--- src/rtl/otter_alu_pkg.sv ---
// Shared types for the sequential OTTER ALU.
//   alu_fun_t : the eleven ALU_FUN operation codes
//   state_t   : sequencing states of otter_alu_seq
//   is_shift  : true for the codes that run through the bit-serial shifter
package otter_alu_pkg;

    localparam int XLEN    = 32;
    localparam int SHAMT_W = 5;

    typedef enum logic [3:0] {
        ALU_ADD  = 4'b0000,
        ALU_SLL  = 4'b0001,
        ALU_SLT  = 4'b0010,
        ALU_SLTU = 4'b0011,
        ALU_XOR  = 4'b0100,
        ALU_SRL  = 4'b0101,
        ALU_OR   = 4'b0110,
        ALU_AND  = 4'b0111,
        ALU_SUB  = 4'b1000,
        ALU_LUI  = 4'b1001,
        ALU_SRA  = 4'b1101
    } alu_fun_t;

    typedef enum logic [1:0] {
        IDLE  = 2'd0,
        SHIFT = 2'd1,
        FIN   = 2'd2
    } state_t;

    function automatic logic is_shift(input logic [3:0] fun);
        return (fun == ALU_SLL) || (fun == ALU_SRL) || (fun == ALU_SRA);
    endfunction

endpackage

--- src/rtl/otter_alu_seq_core.sv ---
// alu_core: combinational single-cycle part of the OTTER ALU.
//   a, b   : operands
//   fun    : ALU_FUN code
//   result : add/sub/slt/sltu/and/or/xor/lui result; shift codes and
//            undefined codes give 0 (shifts are sequenced by the parent)
module alu_core
    import otter_alu_pkg::*;
(
    input  logic [XLEN-1:0] a,
    input  logic [XLEN-1:0] b,
    input  logic [3:0]      fun,
    output logic [XLEN-1:0] result
);

    always_comb begin
        result = '0;
        case (fun)
            ALU_ADD:  result = a + b;
            ALU_SUB:  result = a - b;
            ALU_SLT:  result = {{(XLEN-1){1'b0}}, ($signed(a) < $signed(b))};
            ALU_SLTU: result = {{(XLEN-1){1'b0}}, (a < b)};
            ALU_XOR:  result = a ^ b;
            ALU_OR:   result = a | b;
            ALU_AND:  result = a & b;
            ALU_LUI:  result = b;
            default:  result = '0;
        endcase
    end

endmodule

--- src/rtl/otter_alu_seq.sv ---
// otter_alu_seq: multi-cycle ALU responder for the OTTER datapath.
// Non-shift ops finish one edge after acceptance; shifts move one bit
// position per cycle so only a 1-bit shifter is needed.
//   CLK, RST : clock, asynchronous active-high reset
//   START    : request strobe, accepted whenever BUSY=0
//   A, B     : operands (shift amount = B[4:0])
//   ALU_FUN  : operation code
//   BUSY     : high while a shift is running (START dropped)
//   DONE     : one-cycle completion strobe
//   ALU_OUT  : registered result, held until the next completion
module otter_alu_seq
    import otter_alu_pkg::*;
(
    input  logic            CLK,
    input  logic            RST,
    input  logic            START,
    input  logic [XLEN-1:0] A,
    input  logic [XLEN-1:0] B,
    input  logic [3:0]      ALU_FUN,
    output logic            BUSY,
    output logic            DONE,
    output logic [XLEN-1:0] ALU_OUT
);

    state_t               state_reg,     state_next;
    logic [XLEN-1:0]      work_reg,      work_next;
    logic [SHAMT_W-1:0]   cnt_reg,       cnt_next;
    logic [3:0]           shift_fun_reg, shift_fun_next;
    logic [XLEN-1:0]      alu_out_reg,   alu_out_next;

    logic [XLEN-1:0]      core_result;
    logic [XLEN-1:0]      shifted;
    logic [SHAMT_W-1:0]   shamt;

    assign shamt = B[SHAMT_W-1:0];

    alu_core u_core (
        .a      (A),
        .b      (B),
        .fun    (ALU_FUN),
        .result (core_result)
    );

    // One-position step of the serial shifter, direction taken from the
    // code latched at acceptance.
    always_comb begin
        case (shift_fun_reg)
            ALU_SLL: shifted = {work_reg[XLEN-2:0], 1'b0};
            ALU_SRL: shifted = {1'b0, work_reg[XLEN-1:1]};
            default: shifted = {work_reg[XLEN-1], work_reg[XLEN-1:1]};
        endcase
    end

    always_comb begin
        state_next     = state_reg;
        work_next      = work_reg;
        cnt_next       = cnt_reg;
        shift_fun_next = shift_fun_reg;
        alu_out_next   = alu_out_reg;

        case (state_reg)
            SHIFT: begin
                work_next = shifted;
                cnt_next  = cnt_reg - 5'd1;
                if (cnt_reg == 5'd1) begin
                    alu_out_next = shifted;
                    state_next   = FIN;
                end
            end
            default: begin
                // IDLE and FIN accept identically; FIN falls back to IDLE.
                if (state_reg == FIN) begin
                    state_next = IDLE;
                end
                if (START) begin
                    if (is_shift(ALU_FUN) && (shamt != '0)) begin
                        work_next      = A;
                        cnt_next       = shamt;
                        shift_fun_next = ALU_FUN;
                        state_next     = SHIFT;
                    end else begin
                        // A zero-distance shift is just a copy of A.
                        alu_out_next = is_shift(ALU_FUN) ? A : core_result;
                        state_next   = FIN;
                    end
                end
            end
        endcase
    end

    always_ff @(posedge CLK or posedge RST) begin
        if (RST) begin
            state_reg     <= IDLE;
            work_reg      <= '0;
            cnt_reg       <= '0;
            shift_fun_reg <= '0;
            alu_out_reg   <= '0;
        end else begin
            state_reg     <= state_next;
            work_reg      <= work_next;
            cnt_reg       <= cnt_next;
            shift_fun_reg <= shift_fun_next;
            alu_out_reg   <= alu_out_next;
        end
    end

    assign BUSY    = (state_reg == SHIFT);
    assign DONE    = (state_reg == FIN);
    assign ALU_OUT = alu_out_reg;

endmodule
--- config.mk ---
export PLATFORM = sky130hd
export DESIGN_NAME = otter_alu_seq
export DESIGN_NICKNAME = d
export VERILOG_FILES = /design/src/rtl/otter_alu_pkg.sv /design/src/rtl/otter_alu_seq_core.sv /design/src/rtl/otter_alu_seq.sv
export SDC_FILE = /design/constraint.sdc
export NUM_CORES = 1
export LEC_CHECK = 0
export ABC_CLOCK_PERIOD_IN_PS = 7400
export CELL_PAD_IN_SITES_DETAIL_PLACEMENT = 0
export CELL_PAD_IN_SITES_GLOBAL_PLACEMENT = 2
export CORE_MARGIN = 8
export CORE_UTILIZATION = 38
export CTS_CLUSTER_SIZE = 14
export DETAILED_ROUTE_END_ITERATION = 8
export HOLD_SLACK_MARGIN = 0.02
export PLACE_DENSITY_LB_ADDON = 0.1
export SLEW_MARGIN = 20
export SYNTH_ARGS = -nofsm -noshare
export SYNTH_HDL_FRONTEND = slang
export SYNTH_HIERARCHICAL = 1
export SYNTH_SLANG_ARGS = --single-unit
--- constraint.sdc ---
create_clock -name CLK -period 7.4 [get_ports CLK]
set_input_delay 2.22 -clock CLK [delete_from_list [all_inputs] [get_ports CLK]]
set_output_delay 2.22 -clock CLK [all_outputs]
set_load 0.02 [all_outputs]
Word-level counts from Yosys, hierarchy flattened
Cells that the tools add are included.
W data, S select, Z words.

storage, ports and cells
  register bits after elaboration = 75
  bits of input ports = 71
  output and inout port bits = 34
  word-level logic and storage cells = 61

operators by class
  add/subtract/negate cells = 3
  magnitude comparators = 2
  eq/ne operators = 17
  muxes and demuxes = 18
  bitwise operators = 4
  reduce and logical (&&, ||, !) cells = 12

operators by type and width
  kind                   count
  $mux W32               8
  $pmux W32 S8           1
  $lt A32 B32 Y1         2
  $pmux W32 S2           1
  $add A32 B32 Y32       1
  $and A32 B32 Y32       1
  $or A32 B32 Y32        1
  $sub A32 B32 Y32       1
  $xor A32 B32 Y32       1
  $eq A4 B3 Y1 const B   5
  $mux W5                3
  $eq A4 B4 Y1 const B   3
  $mux W2                5
  $eq A4 B1 Y1 const B   2
  $eq A4 B2 Y1 const B   2
  $reduce_and A3 Y1      2
  $eq A5 B1 Y1 const B   1
  $reduce_bool A5 Y1     1
  $sub A5 B1 Y5 const B  1
  $logic_not A4 Y1       1
  $reduce_and A2 Y1      2
  $reduce_bool A2 Y1     2
  $reduce_bool A3 Y1     1
  $eq A2 B1 Y1 const B   1
  other kinds (6)        7

Longest topological paths before layout
Gate-level depths: netlist of run 1.

  depth in word-level cells = 7
  mapped depth = 16
  depth with buffers taken out = 16

Cells and area by module
Netlist of run 1, hierarchy kept.

modules (own cells, without submodules)
  module         times used  cells each  area an instance (µm²)  sequential area each (µm²)
  alu_core       1           757         4,951.0                 0.0
  otter_alu_seq  1           425         4,603.2                 1,876.8

Worst setup path after synthesis of run 1
No wires, ideal clock.

  kind = input to register
  from = in A[0]
  to = reg alu_out_reg[26] (netlist: ALU_OUT[26])
  library setup time = 0.125 ns
  data arrival time = 5.401 ns
  data required time = 7.275 ns
  path slack = 1.874 ns
  stages = 16
  buffers on the path = 0
  cell sequence = inv_1 -> ha_1 -> fa_1 -> o21ba_1 -> or4_4 -> a2111o_1 -> a21boi_2 -> o211a_1 -> o21ai_1 -> a221oi_2 -> o211ai_1 -> a31oi_1 -> o22ai_1 -> a211oi_1 -> a211oi_1 -> mux2_4

on the way
  longest elaborated chain between the ends = 6
  elaborated cells on any way between the ends = 7
  classes of those cells = add/sub: 2; mux: 5

RTL lines
  item                                                         RTL line                                            source
  from (decl)                                                  otter_alu_seq.sv:17                                 input logic [XLEN-1:0] A,
  $sub A32 B32 Y32 / $add A32 B32 Y32 (equally long branches)  otter_alu_seq_core.sv:19, otter_alu_seq_core.sv:18
  $pmux W32 S8 *                                               otter_alu_seq_core.sv:17                            case (fun)
  net core_result[26]                                          otter_alu_seq.sv:31                                 logic [XLEN-1:0] core_result;
  $mux W32 *                                                   otter_alu_seq.sv:83                                 alu_out_next = is_shift(ALU_FUN) ? A : core_result;
  $mux W32 *                                                   otter_alu_seq.sv:76                                 if (is_shift(ALU_FUN) && (shamt != '0)) begin
  $mux W32 *                                                   otter_alu_seq.sv:75                                 if (START) begin
  $mux W32 *                                                   otter_alu_seq.sv:61                                 case (state_reg)
  to (signal assigned)                                         otter_alu_seq.sv:103                                alu_out_reg <= alu_out_next;
  to (decl)                                                    otter_alu_seq.sv:29                                 logic [XLEN-1:0] alu_out_reg, alu_out_next;

Mark *: on every way through the listed nets, which the timed path passes. The rest lies on a longest branch. The select of a mux whose other input is x is not followed.
A chain may end at the register's enable or synchronous reset.

Final worst setup path of run 1
  from = in B[1]
  to = reg alu_out_reg[21] (netlist: ALU_OUT[21])

on the way
  longest elaborated chain between the ends = 6
  elaborated cells on any way between the ends = 11
  classes of those cells = add/sub: 2; eq/ne: 1; mux: 5; reduce/logical: 3

RTL lines
  item                                                         RTL line                                            source
  from (decl)                                                  otter_alu_seq.sv:18                                 input logic [XLEN-1:0] B,
  $sub A32 B32 Y32 / $add A32 B32 Y32 (equally long branches)  otter_alu_seq_core.sv:19, otter_alu_seq_core.sv:18
  $pmux W32 S8 *                                               otter_alu_seq_core.sv:17
  net core_result[21]                                          otter_alu_seq.sv:31
  $mux W32 *                                                   otter_alu_seq.sv:83
  $mux W32 *                                                   otter_alu_seq.sv:76
  $mux W32 *                                                   otter_alu_seq.sv:75
  $mux W32 *                                                   otter_alu_seq.sv:61

Marks and branches as above.

==> run metrics, run 1 <==
status complete, no violations; most frequently used flop master after synthesis dfrtp_1; leading area contributor after synthesis dfrtp_1; #FFs+latches synth 75; min-delay src work_reg[20]$_DFFE_PP0P_; ANT cells 0; Hold Buf Count CTS 0; Die Y around 170 µm; routed wire length 35,300 µm; CTS clk-pin slew, worst paths about 0.060 ns; Layout area overhead 17.5%; min Tclk post-route between 6 and 7 ns; Reg2Reg Depth 8; CTS tree yes; post-DP HPWL ~27,000 µm; pin count of the biggest net entering global routing 76; Worst EP required ~7.6 ns; Clock Path Buffers 2; Root Buffer clkbuf_16; Worst slew margin 0.434; RR Startpoint state_reg[0]$_DFFE_PP0P_; leakage dissipation a little under 5 nW; Internal about 1.7 mW; Post-synth EDFFs 0; Seq/Total Area, Yosys 0.196; io pins between 100 and 150; Highest Clock Rate about 160 MHz; Hold Violations, Final 0; Crit path largest cell delay between 0.6 and 0.7 ns; register-to-register setup slack 3.79 ns; cell depth of the worst setup path 15; Seq pwr share 0.256; Final ANT Viol Nets 0; DRC errors left 0; Core Util, Final 0.450; Netlist cell types 78; drt pass-1 iters 7; Starting Density 0.383; commonest cells after routing, fill and taps aside 139 x nor2_1, 104 x clkdlybuf4s50_1, 100 x inv_1, 100 x ha_1, 75 x dfrtp_1; RSZ-0062 raised after global routing no; top post-synthesis cells by area dfrtp_1 20%, ha_1 13%, a211oi_1 5.7%; Switching Fraction 0.409; Setup Buffers After CTS 0; first-pass GRT wire length between 50,000 and 60,000 µm; vias around 9.4k; cell mode on critical path a211oi_1; CP Cell Sequence clkdlybuf4s50_1, inv_1, ha_1, a211oi_1, o21ai_0, nand2_1, a31oi_1, a221o_1, a31oi_1, o21ai_0, a221oi_1, nor2_1, a211oi_1, a211oi_1, mux2_2; vias in the first global route roughly 9.1k; PwrDens 260 nW/µm²; Filler Cell Count ~2.6k; setup_tns 0 ns; core area 25,000 µm²; share of flip-flops with an asynchronous set or reset 1.00; critical path class input port to flop; Setup Viol. Count Final 0; Mapped Cells between 1k and 1.5k; # port buffers about 100; Top delay family on crit path compound AO/OA/AOI/OAI gates; gr usage total 0.226; top-area cell type share of the netlist area 0.196; initial antenna violation count 0; CP max stage cell clkdlybuf4s50_1; H-Tree Depth 3; final critical-path share of the clock period 0.858; Crit path buffers/inverters 2; Die Area between 30,000 and 40,000 µm²; commonest non-fill, non-tap cell in the layout nor2_1; YS warnings 6; Worst Hold End work_reg[20]$_DFFE_PP0P_; Vias/cell around 5.9; drt wl/cell between 20 and 25 µm; Worst VDD drop 0.240 mV; Critical R2R Capture ALU_OUT[2]$_DFFE_PP0P_; CP arrival roughly 6.6 ns; Die X 175 µm; critical path peak fanout 6; maximum capacitance violations 0; CTS Buf Count 9; layout cell share with drive strength beyond 1 0.130; # nets final roughly 1.4k; Synth Net Count ~1.4k; Worst Hold Depth 1; Clock Skew approximately 0.0084 ns; Comb pwr share 0.564; Pins Over Slew Limit 0; row count 58; Worst Setup Start Kind input port; Worst-Skew Late Latency roughly 0.35 ns; Min-Delay Path Class flop to flop; GRT Residual Overflow 0; RD Place Congestion about 0.87; post_cts resized 0; sw power about 1.2 mW; clock power share 0.180; Crit. End Element flop; Slew @ Worst Pin ~0.85 ns; mapped cell area roughly 9600 µm²; CTS Sinks 75; syn avg cell area 8.08 µm²; DRT iter0 DRCs around 830
-- layout make-up --
class / instances / area, µm² / share of cell area
Multi-Input combinational cell: 924 / 6950 / 0.619
Inverter: 103 / 388 / 0.0346
Tap cell: 330 / 413 / 0.0368
Timing Repair Buffer: 132 / 1250 / 0.112
Clock inverter: 6 / 114 / 0.0101
Clock buffer: 10 / 229 / 0.0204
Sequential cell: 75 / 1880 / 0.167
-- layer usage --
layer | global-route usage | vias to the layer above | wire (µm)
met1 | 0.334 | 4605 | 17800
met5 | 0 | - | 0
met4 | 0.0381 | 0 | 353
met2 | 0.347 | 256 | 15300
met3 | 0.0317 | 22 | 1810
li1 | - | 4495 | -
-- synth_stat cells, types with 15 or more instances --
| master | count |
|---|---|
| a211oi_1 | 72 |
| a21o_1 | 15 |
| a21oi_1 | 68 |
| a221oi_1 | 35 |
| clkbuf_1 | 57 |
| dfrtp_1 | 75 |
| ha_1 | 100 |
| inv_1 | 101 |
| mux2_2 | 35 |
| mux2_4 | 31 |
| mux2i_1 | 37 |
| nand2_1 | 57 |
| nor2_1 | 140 |
| nor3_1 | 24 |
| o211ai_1 | 25 |
| o21ai_0 | 49 |
| o21bai_1 | 17 |
| or3b_2 | 32 |
-- worst max-delay path by stage --
stage          slack, ns                       to  from
2_1_floorplan       1.87  ALU_OUT[26]$_DFFE_PP0P_  A[0]
5_1_grt             0.72  ALU_OUT[30]$_DFFE_PP0P_  B[0]
3_5_place_dp        0.74  ALU_OUT[26]$_DFFE_PP0P_  A[0]
6_report            1.05  ALU_OUT[21]$_DFFE_PP0P_  B[1]
3_3_place_gp        0.78  ALU_OUT[26]$_DFFE_PP0P_  A[0]
4_1_cts             1.10  ALU_OUT[26]$_DFFE_PP0P_  A[0]
-- stage by stage --
step	power [mW]	setup slack, ns	area [µm²]	cells	hold WS (ns)
floorplan	1.83	1.87	9550	1182	0.460
global placement	2.37	0.779	10900	1564	0.483
detailed placement	2.39	0.735	10900	1564	0.487
CTS	2.92	1.10	11200	1580	0.502
global route	3.09	0.718	11200	1580	0.511
finish	2.91	1.05	11200	1580	0.502
-- power groups by stage --
stage	logic, mW	clock network, mW	registers (mW)
after floorplan	1.01	0	0.819
after global placement	1.63	0	0.745
after detailed placement	1.64	0	0.747
after CTS	1.65	0.530	0.744
after global routing	1.77	0.548	0.769
final	1.64	0.525	0.746
-- cells by family after synthesis --
| logic type | count (synthesis) | share of synthesized area |
|---|---|---|
| AOI/OAI and AO/OA | 385 | 0.285 |
| xor gates and xnor gates | 1 | 0.000917 |
| adders and majority gates | 102 | 0.135 |
| buffers and inverters | 183 | 0.0787 |
| DFF | 75 | 0.196 |
| muxes | 103 | 0.129 |
| and+or+nand+nor | 333 | 0.175 |
-- worst register-to-register path, cell delays in order, from the launching register on --
cell and delay [ns]:
dfrtp_1 0.32, buf_4 0.34, nand2b_1 0.38, inv_2 0.14
buf_4 0.65, mux2i_1 0.24, a31oi_4 0.52, buf_4 0.48
mux2_2 0.40
Power figures use the tool's default switching activity.
==> inputs of run 2 (changes only) <==
CTS_CLUSTER_SIZE = 30   (was 14)
==> results of run 2 <==
No change in the layout: final DEF, timing and power equal those of run 1.
==> inputs of run 3 (changes only) <==
ABC_CLOCK_PERIOD_IN_PS = 5550   (was 7400)
CORE_MARGIN = 2   (was 8)
CORE_UTILIZATION = 32   (was 38)
clock period = 5.55 ns   (was 7.4 ns; I/O delays follow)
==> run 3 against run 2 <==
  * Global-route usage up 2.0 points
  * Non-clock buffer count up 161
  * Critical path depth up 2
  * Hold slack worse by 0.0034 ns
  * First-iteration DRC count up 0.97%
  * Sequential power up 35%
  * Sequential cell count unchanged
  * Sequential share of layout area down 1.8 points
  * Clock skew up 0.00053 ns
  * Critical path type unchanged
  * Critical endpoint is now ALU_OUT[25]$_DFFE_PP0P_
==> run metrics, run 3 (synthesis results as in run 1) <==
Setup Viol. Count Final 0 (unchanged); min Tclk post-route 5.35 ns; leakage dissipation 5.69 nW (was 4.89 nW); commonest non-fill, non-tap cell in the layout buf_4 (was nor2_1); Worst Setup Start Kind input port (unchanged); CTS Sinks 75 (unchanged); DP Cell Count 1,781 (was 1,564); CTS tree yes (unchanged); Vias/cell 5.48 (was 5.94); Slew @ Worst Pin 0.866 ns (was 0.848 ns); final critical-path share of the clock period 0.963; Starting Density 0.324 (was 0.383); GRT Residual Overflow 0 (unchanged); routed wire length 38,600 µm (was 35,300 µm); status complete, no violations (unchanged); vias 9,866 (was 9,378); Worst slew margin 0.422 (was 0.434); Hold Violations, Final 0 (unchanged); initial antenna violation count 0 (unchanged); critical path peak fanout 4 (was 6); Crit. End Element flop (unchanged); gr usage total 0.246 (was 0.226); Reg2Reg Depth 8 (unchanged); Root Buffer clkbuf_16 (unchanged); Die Area 31,300 µm² (was 30,500 µm²); CP arrival 5.58 ns (was 6.58 ns); Worst EP required 5.79 ns (was 7.64 ns); Filler Cell Count 3,084 (was 2,571); PwrDens 318 nW/µm² (was 260 nW/µm²); Worst Hold End work_reg[29]$_DFFE_PP0P_ (was work_reg[20]$_DFFE_PP0P_); Pins Over Slew Limit 0 (unchanged); first-pass GRT wire length 58,400 µm (was 55,400 µm); row count 63 (was 58); vias in the first global route 9,524 (was 9,128); Highest Clock Rate 187 MHz; DRC errors left 0 (unchanged); DRT iter0 DRCs 833 (was 825); drt wl/cell 21.4 µm (was 22.3 µm); Critical R2R Capture ALU_OUT[15]$_DFFE_PP0P_ (was ALU_OUT[2]$_DFFE_PP0P_); Die X 177 µm (was 175 µm); ANT cells 0 (unchanged); H-Tree Depth 3 (unchanged); layout cell share with drive strength beyond 1 0.234 (was 0.130); maximum capacitance violations 0 (unchanged); Worst Hold Depth 1 (unchanged); pin count of the biggest net entering global routing 72 (was 76); Finished Layout Cells 1,801 (was 1,580); Fin Hold WS 0.499 ns (was 0.502 ns); CTS Buf Count 9 (unchanged); CTS clk-pin slew, worst paths 0.06 ns (about the same); Worst-Skew Late Latency 0.36 ns (was 0.35 ns); Hold Buf Count CTS 0 (unchanged); min-delay src work_reg[29]$_DFFE_PP0P_ (was work_reg[20]$_DFFE_PP0P_); critical path class input port to flop (unchanged); Final ANT Viol Nets 0 (unchanged); io pins 105 (unchanged); register-to-register setup slack 2.15 ns (was 3.79 ns); core area 29,500 µm² (was 25,000 µm²); Min-Delay Path Class flop to flop (unchanged); Clock Skew 0.00891 ns (was 0.00838 ns); RD Place Congestion 0.882 (was 0.872); Layout area overhead 31.4% (was 17.5%); post-DP HPWL 29,600 µm (was 26,500 µm); Die Y 177 µm (was 175 µm); # nets final 1,579 (was 1,418); RSZ-0062 raised after global routing no (unchanged); drt pass-1 iters 5 (was 7); RR Startpoint state_reg[0]$_DFFE_PP0P_ (unchanged); Clock Path Buffers 2 (unchanged); Worst VDD drop 0.219 mV (was 0.240 mV); # port buffers 104 (unchanged); commonest cells after routing, fill and taps aside 186 x buf_4, 139 x nor2_1, 102 x clkdlybuf4s50_1 (was 139 x nor2_1, 104 x clkdlybuf4s50_1, 100 x inv_1, 100 x ha_1, 75 x dfrtp_1)
==> run 3: cell types whose count changed in the layout (fill, tap and decap cells not counted), moves of 2 or more <==
cell	before	now
clkdlybuf4s50_1	104	102
buf_4	27	186
clkinvlp_4	2	0
clkinv_2	1	5
buf_12	0	3
a2111oi_1	0	2
a2111oi_0	5	3
==> run 3: power breakdown <==
part	internal (mW)	switching [mW]	leakage [nW]
registers	0.818	0.191	0.886
clock network	0.391	0.251	0.156
logic	1.16	1.19	4.65
==> run 3: per-layer routing <==
metal | track usage | routed length [µm]
met1 | 0.368 | 19300
met2 | 0.378 | 16900
met5 | 0 | 0
met4 | 0.0510 | 479
met3 | 0.0292 | 1950
==> run 3: cell type report <==
| type | count | area (µm²) | share of cell area |
|---|---|---|---|
| flip-flops and latches | 75 | 1880 | 0.150 |
| multi-input cells | 924 | 6990 | 0.557 |
| repair buffers | 293 | 2500 | 0.199 |
| inverters | 103 | 388 | 0.0309 |
| clock inverters | 6 | 80.1 | 0.00638 |
| clock buffers | 10 | 229 | 0.0182 |
| well taps | 390 | 488 | 0.0389 |
==> run 3: what timing repair did <==
action	CTS	global route
pin swaps	4	9
setup buffers	2	2
setup endpoints to repair	3	10
resized for setup	3	9
==> run 3: metrics by stage <==
step / total power, mW / setup TNS [ns] / worst slack [ns] / util / instance area, µm²
after global routing: 4.25 / 0 / 0.00153 / 0.426 / 12600
final: 4.00 / 0 / 0.203 / 0.426 / 12600
after floorplan: 2.44 / 0 / 0.579 / - / 9550
after CTS: 4.01 / 0 / 0.0123 / 0.424 / 12500
after detailed placement: 3.35 / -3.98 / -0.451 / 0.413 / 12200
after global placement: 3.34 / -3.15 / -0.360 / 0.413 / 12200
==> run 3: how the worst max path moves through the flow <==
stage,from,depth (start not counted),slack [ns],end
finish,B[1],17,0.20,ALU_OUT[25]$_DFFE_PP0P_
global placement,A[0],17,-0.36,ALU_OUT[26]$_DFFE_PP0P_
CTS,B[0],16,0.01,ALU_OUT[26]$_DFFE_PP0P_
detailed placement,A[0],17,-0.45,ALU_OUT[26]$_DFFE_PP0P_
global route,B[6],17,0.002,ALU_OUT[23]$_DFFE_PP0P_
floorplan,A[0],16,0.58,ALU_OUT[26]$_DFFE_PP0P_
==> run 3: worst max-delay path: stages <==
cell and delay (ns):
clkdlybuf4s50_1 0.45, buf_4 0.17, buf_4 0.14, ha_1 0.22, a211oi_1 0.28, buf_4 0.17, o21ai_0 0.09, nand2_1 0.17
a31oi_2 0.19, a221o_1 0.43, a211o_1 0.35, and2_1 0.20, o211ai_1 0.18, nand3_1 0.17, a211oi_1 0.30, a211oi_1 0.13
mux2_4 0.30
